`config.mk`:
```
export PLATFORM = sky130hd
export DESIGN_NAME = us_delay_arbiter_flat
export DESIGN_NICKNAME = d
export VERILOG_FILES = /design/src/rtl/us_delay_arbiter_pkg.sv /design/src/rtl/us_delay_arbiter_if.sv /design/src/rtl/us_delay_arbiter_tick_gen.sv /design/src/rtl/us_delay_arbiter.sv /design/src/flat_wrapper.sv
export SDC_FILE = /design/constraint.sdc
export NUM_CORES = 1
export LEC_CHECK = 0
export ABC_AREA = 1
export ABC_CLOCK_PERIOD_IN_PS = 1600
export CAP_MARGIN = 20
export CORE_MARGIN = 5
export CORE_UTILIZATION = 46
export DETAILED_ROUTE_END_ITERATION = 6
export PLACE_DENSITY_LB_ADDON = 0.15
export SYNTH_ARGS = -nofsm -noshare
export SYNTH_HDL_FRONTEND = slang
export SYNTH_SLANG_ARGS = --single-unit
```
`constraint.sdc`:
```
create_clock -name clk -period 1.6 [get_ports clk]
set_clock_uncertainty 0.05 [all_clocks]
set_input_delay 0.48 -clock clk [delete_from_list [all_inputs] [get_ports clk]]
set_output_delay 0.48 -clock clk [all_outputs]
set_load 0.005 [all_outputs]
```
`src/rtl/us_delay_arbiter_pkg.sv`:
```
// Shared types and helpers for the microsecond delay arbiter.
package us_delay_pkg;

    localparam int unsigned DELAY_W_DEFAULT = 16;

    typedef enum logic [1:0] {
        IDLE  = 2'd0,
        COUNT = 2'd1,
        DONE  = 2'd2
    } state_t;

    // Returns 0 for a non-integer ratio so the caller's DIV >= 2 check rejects it.
    function automatic int unsigned calc_div(input int unsigned in_freq,
                                             input int unsigned tick_freq);
        if (tick_freq == 0 || (in_freq % tick_freq) != 0) begin
            return 0;
        end
        return in_freq / tick_freq;
    endfunction

endpackage

```
`src/rtl/us_delay_arbiter_if.sv`:
```
// Requester-side bus of the shared microsecond delay timer.
// US_DELAY_MS_UNIT_EN adds the per-requester unit_ms select.
interface us_delay_arbiter_if #(
    parameter int NUM_REQ = 2,
    parameter int DELAY_W = us_delay_pkg::DELAY_W_DEFAULT
);
    logic [NUM_REQ-1:0]         req;
    logic [NUM_REQ*DELAY_W-1:0] delay;
`ifdef US_DELAY_MS_UNIT_EN
    logic [NUM_REQ-1:0]         unit_ms;
`endif
    logic [NUM_REQ-1:0]         gnt;
    logic [NUM_REQ-1:0]         done;
    logic                       busy;
    logic                       us_tick;

`ifdef US_DELAY_MS_UNIT_EN
    modport master (output req, delay, unit_ms, input gnt, done, busy, us_tick);
    modport slave  (input req, delay, unit_ms, output gnt, done, busy, us_tick);
`else
    modport master (output req, delay, input gnt, done, busy, us_tick);
    modport slave  (input req, delay, output gnt, done, busy, us_tick);
`endif

endinterface

```
`src/rtl/us_delay_arbiter_tick_gen.sv`:
```
// Prescaler producing a one-cycle tick enable every DIV clocks, with a
// synchronous restart so a new delay starts phase-aligned.
module us_tick_gen #(
    parameter int unsigned DIV = 100
) (
    input  logic clk,
    input  logic rst_n,
    input  logic i_clr,
    output logic o_tick
);
    localparam int unsigned CNT_W = (DIV > 1) ? $clog2(DIV) : 1;

    logic [CNT_W-1:0] r_cnt;
    logic             w_wrap;

    assign w_wrap = (r_cnt == CNT_W'(DIV - 1));
    assign o_tick = w_wrap;

    always_ff @(posedge clk) begin
        if (!rst_n || i_clr) begin
            r_cnt <= '0;
        end else if (w_wrap) begin
            r_cnt <= '0;
        end else begin
            r_cnt <= r_cnt + CNT_W'(1);
        end
    end

endmodule

```
`src/rtl/us_delay_arbiter.sv`:
```
// Round-robin arbiter sharing one microsecond timer among NUM_REQ requesters.
// Optional US_DELAY_MS_UNIT_EN: per-grant millisecond units via a 1000-tick sub-counter.
module us_delay_arbiter
    import us_delay_pkg::*;
#(
    parameter int unsigned INPUT_CLK_FREQ = 100_000_000,
    parameter int unsigned TICK_FREQ      = 1_000_000,
    parameter int          NUM_REQ        = 2,
    parameter int          DELAY_W        = DELAY_W_DEFAULT
) (
    input  logic clk,
    input  logic rst_n,
    us_delay_arbiter_if.slave bus
);
    localparam int unsigned DIV   = calc_div(INPUT_CLK_FREQ, TICK_FREQ);
    localparam int          PTR_W = (NUM_REQ > 1) ? $clog2(NUM_REQ) : 1;

    if (DIV < 2) begin : g_bad_div
        $error("us_delay_arbiter: INPUT_CLK_FREQ/TICK_FREQ must be an integer >= 2");
    end
    if (NUM_REQ < 1 || NUM_REQ > 4) begin : g_bad_num_req
        $error("us_delay_arbiter: NUM_REQ must be in 1..4");
    end

    state_t               r_state, w_state_nxt;
    logic [PTR_W-1:0]     r_ptr;
    logic [DELAY_W-1:0]   r_remaining;
    logic [NUM_REQ-1:0]   w_rot;
    logic [NUM_REQ-1:0]   w_owner_oh;
    logic [PTR_W-1:0]     w_sel;
    logic [DELAY_W-1:0]   w_sel_delay;
    logic                 w_any;
    logic                 w_owner_req;
    logic                 w_tick;
    logic                 w_grant;
    logic                 w_dec;
    logic [NUM_REQ-1:0]   w_gnt;
    logic [NUM_REQ-1:0]   w_done;
    logic                 w_busy;
`ifdef US_DELAY_MS_UNIT_EN
    logic                 r_unit_ms;
    logic [9:0]           r_sub;
    logic                 w_sel_ms;
`endif

    us_tick_gen #(
        .DIV (DIV)
    ) u_tick_gen (
        .clk    (clk),
        .rst_n  (rst_n),
        .i_clr  (w_grant),
        .o_tick (w_tick)
    );

    // Rotate so bit 0 is the requester just above the pointer; first set bit wins.
    always_comb begin
        w_rot       = NUM_REQ'({bus.req, bus.req} >> (32'(r_ptr) + 32'd1));
        w_any       = 1'b0;
        w_sel       = '0;
        w_sel_delay = '0;
`ifdef US_DELAY_MS_UNIT_EN
        w_sel_ms    = 1'b0;
`endif
        for (int unsigned k = 0; k < NUM_REQ; k++) begin
            if (!w_any && w_rot[k]) begin
                w_any = 1'b1;
                w_sel = PTR_W'((32'(r_ptr) + 32'd1 + k) % NUM_REQ);
            end
        end
        for (int unsigned k = 0; k < NUM_REQ; k++) begin
            if (w_sel == PTR_W'(k)) begin
                w_sel_delay = bus.delay[k*DELAY_W +: DELAY_W];
`ifdef US_DELAY_MS_UNIT_EN
                w_sel_ms    = bus.unit_ms[k];
`endif
            end
        end
    end

    // The pointer is updated at every grant, so it also names the current owner.
    always_comb begin
        w_owner_oh  = '0;
        w_owner_req = 1'b0;
        for (int unsigned k = 0; k < NUM_REQ; k++) begin
            if (r_ptr == PTR_W'(k)) begin
                w_owner_oh[k] = 1'b1;
                w_owner_req   = bus.req[k];
            end
        end
    end

`ifdef US_DELAY_MS_UNIT_EN
    assign w_dec = (r_state == COUNT) && w_tick && (!r_unit_ms || r_sub == 10'd999);
`else
    assign w_dec = (r_state == COUNT) && w_tick;
`endif

    // A zero delay spends one cycle in COUNT, which places done one cycle after gnt.
    always_comb begin
        w_state_nxt = r_state;
        w_grant     = 1'b0;
        w_gnt       = '0;
        w_done      = '0;
        w_busy      = 1'b0;
        case (r_state)
            IDLE: begin
                if (w_any) begin
                    w_grant     = 1'b1;
                    w_state_nxt = COUNT;
                end
            end
            COUNT: begin
                w_gnt  = w_owner_oh;
                w_busy = 1'b1;
                if (!w_owner_req) begin
                    w_state_nxt = IDLE;
                end else if (r_remaining == '0) begin
                    w_state_nxt = DONE;
                end else if (w_dec && r_remaining == DELAY_W'(1)) begin
                    w_state_nxt = DONE;
                end
            end
            DONE: begin
                w_gnt       = w_owner_oh;
                w_done      = w_owner_oh;
                w_busy      = 1'b1;
                w_state_nxt = IDLE;
            end
            default: begin
                w_state_nxt = IDLE;
            end
        endcase
    end

    always_ff @(posedge clk) begin
        if (!rst_n) begin
            r_state     <= IDLE;
            r_ptr       <= PTR_W'(NUM_REQ - 1);
            r_remaining <= '0;
        end else begin
            r_state <= w_state_nxt;
            if (w_grant) begin
                r_ptr       <= w_sel;
                r_remaining <= w_sel_delay;
            end else if (w_dec && r_remaining != '0) begin
                r_remaining <= r_remaining - DELAY_W'(1);
            end
        end
    end

`ifdef US_DELAY_MS_UNIT_EN
    always_ff @(posedge clk) begin
        if (!rst_n) begin
            r_unit_ms <= 1'b0;
            r_sub     <= '0;
        end else if (w_grant) begin
            r_unit_ms <= w_sel_ms;
            r_sub     <= '0;
        end else if (r_state == COUNT && w_tick && r_unit_ms) begin
            r_sub <= (r_sub == 10'd999) ? '0 : r_sub + 10'd1;
        end
    end
`endif

    assign bus.gnt     = w_gnt;
    assign bus.done    = w_done;
    assign bus.busy    = w_busy;
    assign bus.us_tick = w_tick;

endmodule
```
`src/flat_wrapper.sv`:
```
// flat-port wrapper written by rule: the top's interface ports become plain ports
module us_delay_arbiter_flat import us_delay_pkg::*;
#(
    parameter int unsigned INPUT_CLK_FREQ = 100_000_000,
    parameter int unsigned TICK_FREQ      = 1_000_000,
    parameter int          NUM_REQ        = 2,
    parameter int          DELAY_W        = DELAY_W_DEFAULT
)
  (clk, rst_n, bus_req, bus_delay, bus_gnt, bus_done, bus_busy, bus_us_tick);
  us_delay_arbiter_if #(.NUM_REQ(NUM_REQ), .DELAY_W(DELAY_W)) bus_i ();
  input  logic clk;
  input  logic rst_n;
  input wire logic [$bits(bus_i.req)-1:0] bus_req;
  input wire logic [$bits(bus_i.delay)-1:0] bus_delay;
  output wire logic [$bits(bus_i.gnt)-1:0] bus_gnt;
  output wire logic [$bits(bus_i.done)-1:0] bus_done;
  output wire logic [$bits(bus_i.busy)-1:0] bus_busy;
  output wire logic [$bits(bus_i.us_tick)-1:0] bus_us_tick;
  assign bus_i.req = bus_req;
  assign bus_i.delay = bus_delay;
  assign bus_gnt = bus_i.gnt;
  assign bus_done = bus_i.done;
  assign bus_busy = bus_i.busy;
  assign bus_us_tick = bus_i.us_tick;
  us_delay_arbiter #(.INPUT_CLK_FREQ(INPUT_CLK_FREQ), .TICK_FREQ(TICK_FREQ), .NUM_REQ(NUM_REQ), .DELAY_W(DELAY_W)) u_core (.clk(clk), .rst_n(rst_n), .bus(bus_i));
endmodule
```
# After elaboration in Yosys (flattened, before gate mapping)
# Index checks and enable logic that the tools add are counted.
[totals]
regBits = 26
out_inout_bits = 6
elab_cells = 49
[op_classes]
addsub = 4
n_shift = 1
reduce_logical = 14
muxes = 20
n_eq_ne = 6
[op_table]
columns = ["cell", "count"]
rows = [
  ["$mux 16", 3],
  ["$eq 16x1->1 const B", 1],
  ["$logic_not 16->1", 1],
  ["$reduce_bool 16->1", 1],
  ["$sub 16x1->16 const B", 1],
  ["$mux 2", 6],
  ["$mux 1", 10],
  ["$add 7x1->7 const B", 1],
  ["$eq 7x7->1 const B", 1],
  ["$logic_and 1x1->1", 4],
  ["$ne 4x4->1 const B", 1],
  ["$pmux 2 s2", 1],
  ["$reduce_or 2->1", 2],
  ["$shr 4x2->2", 1],
  ["$add 1x1->2 const B", 1],
  ["$eq 2x1->1 const B", 1],
  ["$eq 2x2->1 const B", 1],
  ["$logic_not 1->1", 2],
  ["$logic_not 2->1", 1],
  ["$ne 2x1->1 const B", 1],
  ["$reduce_and 2->1", 1],
  ["$reduce_bool 2->1", 1],
  ["$add 1x1->1 const B", 1],
  ["$logic_or 1x1->1", 1],
]

# Longest topological paths before layout
[depth]
depth_word = 10
ltp_mapped = 12
ltp_nobuf = 11

# Cells and area by module
# A second synthesis with hierarchy kept.
[hier_totals]
cells_unflattened = 336
hier_area_um2 = 1973.1
[modules_own_cells]
columns = ["module", "n_inst", "seq_area_each_um2", "area_per_inst_um2", "cells_per_inst"]
rows = [
  ["us_delay_arbiter", 1, 380.4, 1602.8, 284],
  ["us_tick_gen", 1, 140.1, 370.4, 52],
]

# Worst setup path after synthesis
# Ideal clock, no wire load.
[synth_timing]
path_kind = "register to register"
startpoint = "reg u_core.u_tick_gen.r_cnt[0]"
endpoint = "reg u_core.r_remaining[15]"
setup_ns = 0.119
path_stages_with_launch = 12
synth_period_minus_slack_ns = 1.558
path_slack_ns = 0.042
arrival_time_ns = 1.388
t_required_ns = 1.431
path_cell_list = "dfxtp_1 ha_1 inv_1 nor2_1 nand3_1 nor2_4 nand2_8 nand2_8 clkinv_2 buf_6 nor2_1 a21oi_1"
[synth_via]
elab_chain_len = 4
[synth_rtl]
columns = ["item", "line_no", "text"]
rows = [
  ["start: declaration", "us_delay_arbiter_tick_gen.sv:13", "logic [CNT_W-1:0] r_cnt;"],
  ["start signal: assignment", "us_delay_arbiter_tick_gen.sv:25", "r_cnt <= r_cnt + CNT_W'(1);"],
  ["$eq 7x7->1", "us_delay_arbiter_tick_gen.sv:16", "assign w_wrap = (r_cnt == CNT_W'(DIV - 1));"],
  ["$logic_and 1x1->1", "us_delay_arbiter.sv:95", "assign w_dec = (r_state == COUNT) && w_tick;"],
  ["$logic_and 1x1->1", "us_delay_arbiter.sv:145", "end else if (w_dec && r_remaining != '0) begin"],
  ["$reduce_bool 2->1 (no source line)", "n/a", ""],
  ["end signal: assignment", "us_delay_arbiter.sv:144", "r_remaining <= w_sel_delay;"],
  ["end signal: assignment", "us_delay_arbiter.sv:146", "r_remaining <= r_remaining - DELAY_W'(1);"],
  ["end: declaration", "us_delay_arbiter.sv:27", "logic [DELAY_W-1:0] r_remaining;"],
]
# Every way passes these cells.
# A chain may end at the register's enable or synchronous reset.

# Worst setup path in the final report
[layout_timing]
startpoint = "reg u_core.u_tick_gen.r_cnt[0]"
endpoint = "out bus_us_tick"
[layout_via]
elab_chain_len = 1
[layout_rtl]
columns = ["item", "line_no", "text"]
rows = [
  ["$eq 7x7->1", "us_delay_arbiter_tick_gen.sv:16", ""],
  ["end: declaration", "flat_wrapper.sv:18", "output wire logic [$bits(bus_i.us_tick)-1:0] bus_us_tick;"],
]
# Every way passes these cells.

==> results.yml <==
floorplanning:
  dieArea_sq_um: 5510
  die_y_microns: 74.3
  core_sq_um: 4000
  ioPinCount: 42
  num_rows: 23
  start_util: 0.475
  die_x_microns: 74.3
clock_tree:
  cts-root-buf: "clkbuf_8"
  htree_levels: 1
  holdBufCountCts: 0
  clock-sinks: 26
  clk_latency_ps: 290
  cts_buffers: 3
  clock_path_buffers: 2
  cts_tree: "built"
  clkTransAtPathRegs_ps: 100
logic_synthesis:
  synth.area.top_cells: "dfxtp_1 27%, nand2_1 19%, nor2_1 8.3%, a21oi_1 5.8%, inv_1 5.7%"
  yosys.area.top_type: "dfxtp_1"
  synth_nets: 348
  syn-cell-area_sq_um: 1900
  synth_top_area_share: 0.274
  ys_types: 29
  ys_seq_area_frac: 0.274
  postSynthCellCount: 306
  ys_ff_latch: 26
  yosysWarningCount: 0
  synth.avg_cell_area_sq_um: 6.21
worst_setup_path:
  slowest_delay_ps: 360
  worstPathCellList: "ha_4 -> inv_2 -> nor2_1 -> nand3_1 -> inv_1 -> buf_2"
  cp_slowest_cell: "dfxtp_2"
  reg2reg_setup_slack_ps: -50
  worstReg2RegStart: "u_core.r_state[1]$_SDFFE_PN0P_"
  critPathRequiredTime_ps: 1070
  cp_max_fo: 2
  crit_buf_inv: 3
  worst_setup_path_end_kind: "primary output"
  worstSetupPathType: "register to primary output"
  r2r_end: "u_core.r_remaining[5]$_SDFFE_PN0P_"
  cp-start-kind: "register"
  crit_family: "flip-flops"
  cp.arrival_ps: 1160
  ff2ff_path_depth: 11
final_layout:
  drive_gt1_frac: 0.286
  antennaDiodeCount: 0
  areaGrowthSynthToFinish_pct: 53.3
  layout_commonest_cell: "nand2_1"
  nets: 427
  final_area_sq_um: 2910
  most-common-layout-cells: "92 x nand2_1, 39 x nor2_1, 33 x clkdlybuf4s50_1"
  nFillCells: 348
global_routing:
  track_usage: 0.188
  antenna_found_initial: 0
  grt_max_degree: 17
  grt-ovfl-total: 0
  grt_pass1_wl_microns: 8140
  first_global_vias: 1907
drt:
  drt-pass1-iter-count: 4
  ant_nets: 0
  drt_drc_violations_left: 0
  dr_total_vias: 2155
  wl_per_cell_microns: 12.3
  vias_per_cell: 4.97
  wl_microns: 5350
  dr.first_iter.drc_count: 85
placed_design:
  gp_congestion: 0.863
  dp_hpwl_microns: 3750
  io_buffers: 41
  post-place-ws_ps: -425
  placed_area_sq_um: 2610
min_path:
  whs_path_depth: 2
  min-delay-start: "u_core.r_remaining[1]$_SDFFE_PN0P_"
  hold_class: "register to register"
  hold_end: "u_core.r_remaining[1]$_SDFFE_PN0P_"
power_and_ir_drop:
  p_leak_nw: 1.38
  ir_worst_vdd_mv: 0.737
  p_per_area_nw_per_um2: 1480
timing:
  fin_crit_ps: 1690
  timing.final.crit_share: 1.06
  hold_viol: 0
  tns_ps: -729
  maxSlewViolCount: 0
  fmax_ghz: 0.591
  worst_slack_ps: -92.1
  rsz0062_at_grt: "yes"
  max_slew_margin: 0.801
  tightestPinTransition_ps: 298
  setup_viol: 20
  timing.hold.ws_ps: 438
status:
  violations: "setup timing"
  outcome: "complete, but fails checks"
flow_run:
  drv_cap: 0
-- state kept, by name, summed over array words and instances (netlist names) --
| signal | flops |
|---|---|
| u_core.r_ptr | 1 |
| u_core.r_remaining | 16 |
| u_core.r_state | 2 |
| u_core.u_tick_gen.r_cnt | 7 |
-- worst max-delay path by stage --
| stage | startpoint | endpoint | slack, ps | depth (start not counted) |
|---|---|---|---|---|
| 2_1_floorplan | u_core.u_tick_gen.r_cnt[0]$_SDFF_PP0_ | u_core.r_remaining[15]$_SDFFE_PN0P_ | 40 | 11 |
| 3_3_place_gp | bus_req[0] | u_core.u_tick_gen.r_cnt[2]$_SDFF_PP0_ | -400 | 8 |
| 3_5_place_dp | bus_req[0] | u_core.u_tick_gen.r_cnt[2]$_SDFF_PP0_ | -430 | 8 |
| 4_1_cts | u_core.u_tick_gen.r_cnt[1]$_SDFF_PP0_ | u_core.r_remaining[8]$_SDFFE_PN0P_ | -120 | 10 |
| 5_1_grt | u_core.u_tick_gen.r_cnt[0]$_SDFF_PP0_ | u_core.r_remaining[4]$_SDFFE_PN0P_ | -180 | 11 |
| 6_report | u_core.u_tick_gen.r_cnt[0]$_SDFF_PP0_ | bus_us_tick | -90 | 6 |
-- report_power, final --
group,switching (mW),internal [mW],total [mW]
clock,0.240,0.336,0.576
combinational,1.48,1.26,2.74
sequential,0.163,0.819,0.982
total,1.88,2.42,4.30
-- repair_timing --
item                       in CTS  in global routing
setup buffers                   2                  1
gates cloned                    0                  1
setup endpoints to repair      29                 28
resized for setup              49                 45
pin swaps                       6                 13
-- worst min-delay path, delay by kind of cell (launching register included) --
kind               cells  cell delay [ps]
AOI/OAI and AO/OA      1               60
DFF                    1              340
and+or+nand+nor        1               60
-- synth_stat cells (all sizes together) --
| cell | instances |
|---|---|
| clkinv | 1 |
| inv | 33 |
| xnor2 | 5 |
| buf | 7 |
| dfxtp | 26 |
| ha | 6 |
| nor2 | 48 |
| o211ai | 5 |
| xor2 | 4 |
| nand3b | 1 |
| a21oi | 22 |
| o31ai | 1 |
| or2 | 3 |
| clkbuf | 1 |
| nand2 | 105 |
| nand3 | 21 |
| o21ai | 15 |
| nor3 | 2 |
-- layout make-up --
class | instances | area [sq um] | area share
clock inverter | 1 | 30.0 | 0.0103
sequential | 26 | 529 | 0.182
tap | 50 | 62.6 | 0.0215
multi-input combinational | 238 | 1340 | 0.461
clock buffer | 3 | 41.3 | 0.0142
timing repair buffer | 82 | 767 | 0.263
inverter | 34 | 140 | 0.0481
-- stage by stage --
step,instances,util,total power [mW]
3_3_place_gp,426,0.652,3.30
3_5_place_dp,426,0.652,3.33
6_report,434,0.728,4.30
4_1_cts,432,0.683,3.98
5_1_grt,434,0.728,4.63
2_1_floorplan,306,-,2.50
-- kinds of logic (layout without fill, tap and decap cells) --
group           after synthesis  in the layout  share of synthesized area
simple gates                180            180                      0.426
xor+xnor                      9              9                     0.0415
flops                        26             26                      0.274
buf+inv                      42            120                     0.0975
compound gates               43             43                      0.121
fa+ha+maj                     6              6                     0.0395
-- layer usage --
metal,up-vias,global-route usage,wire length [microns]
met5,-,0,0
met4,0,0.0632,140
met1,969,0.223,2260
met3,12,0.0122,218
li1,1121,-,-
met2,53,0.355,2720
No activity file was read; power rests on OpenSTA's default activity.
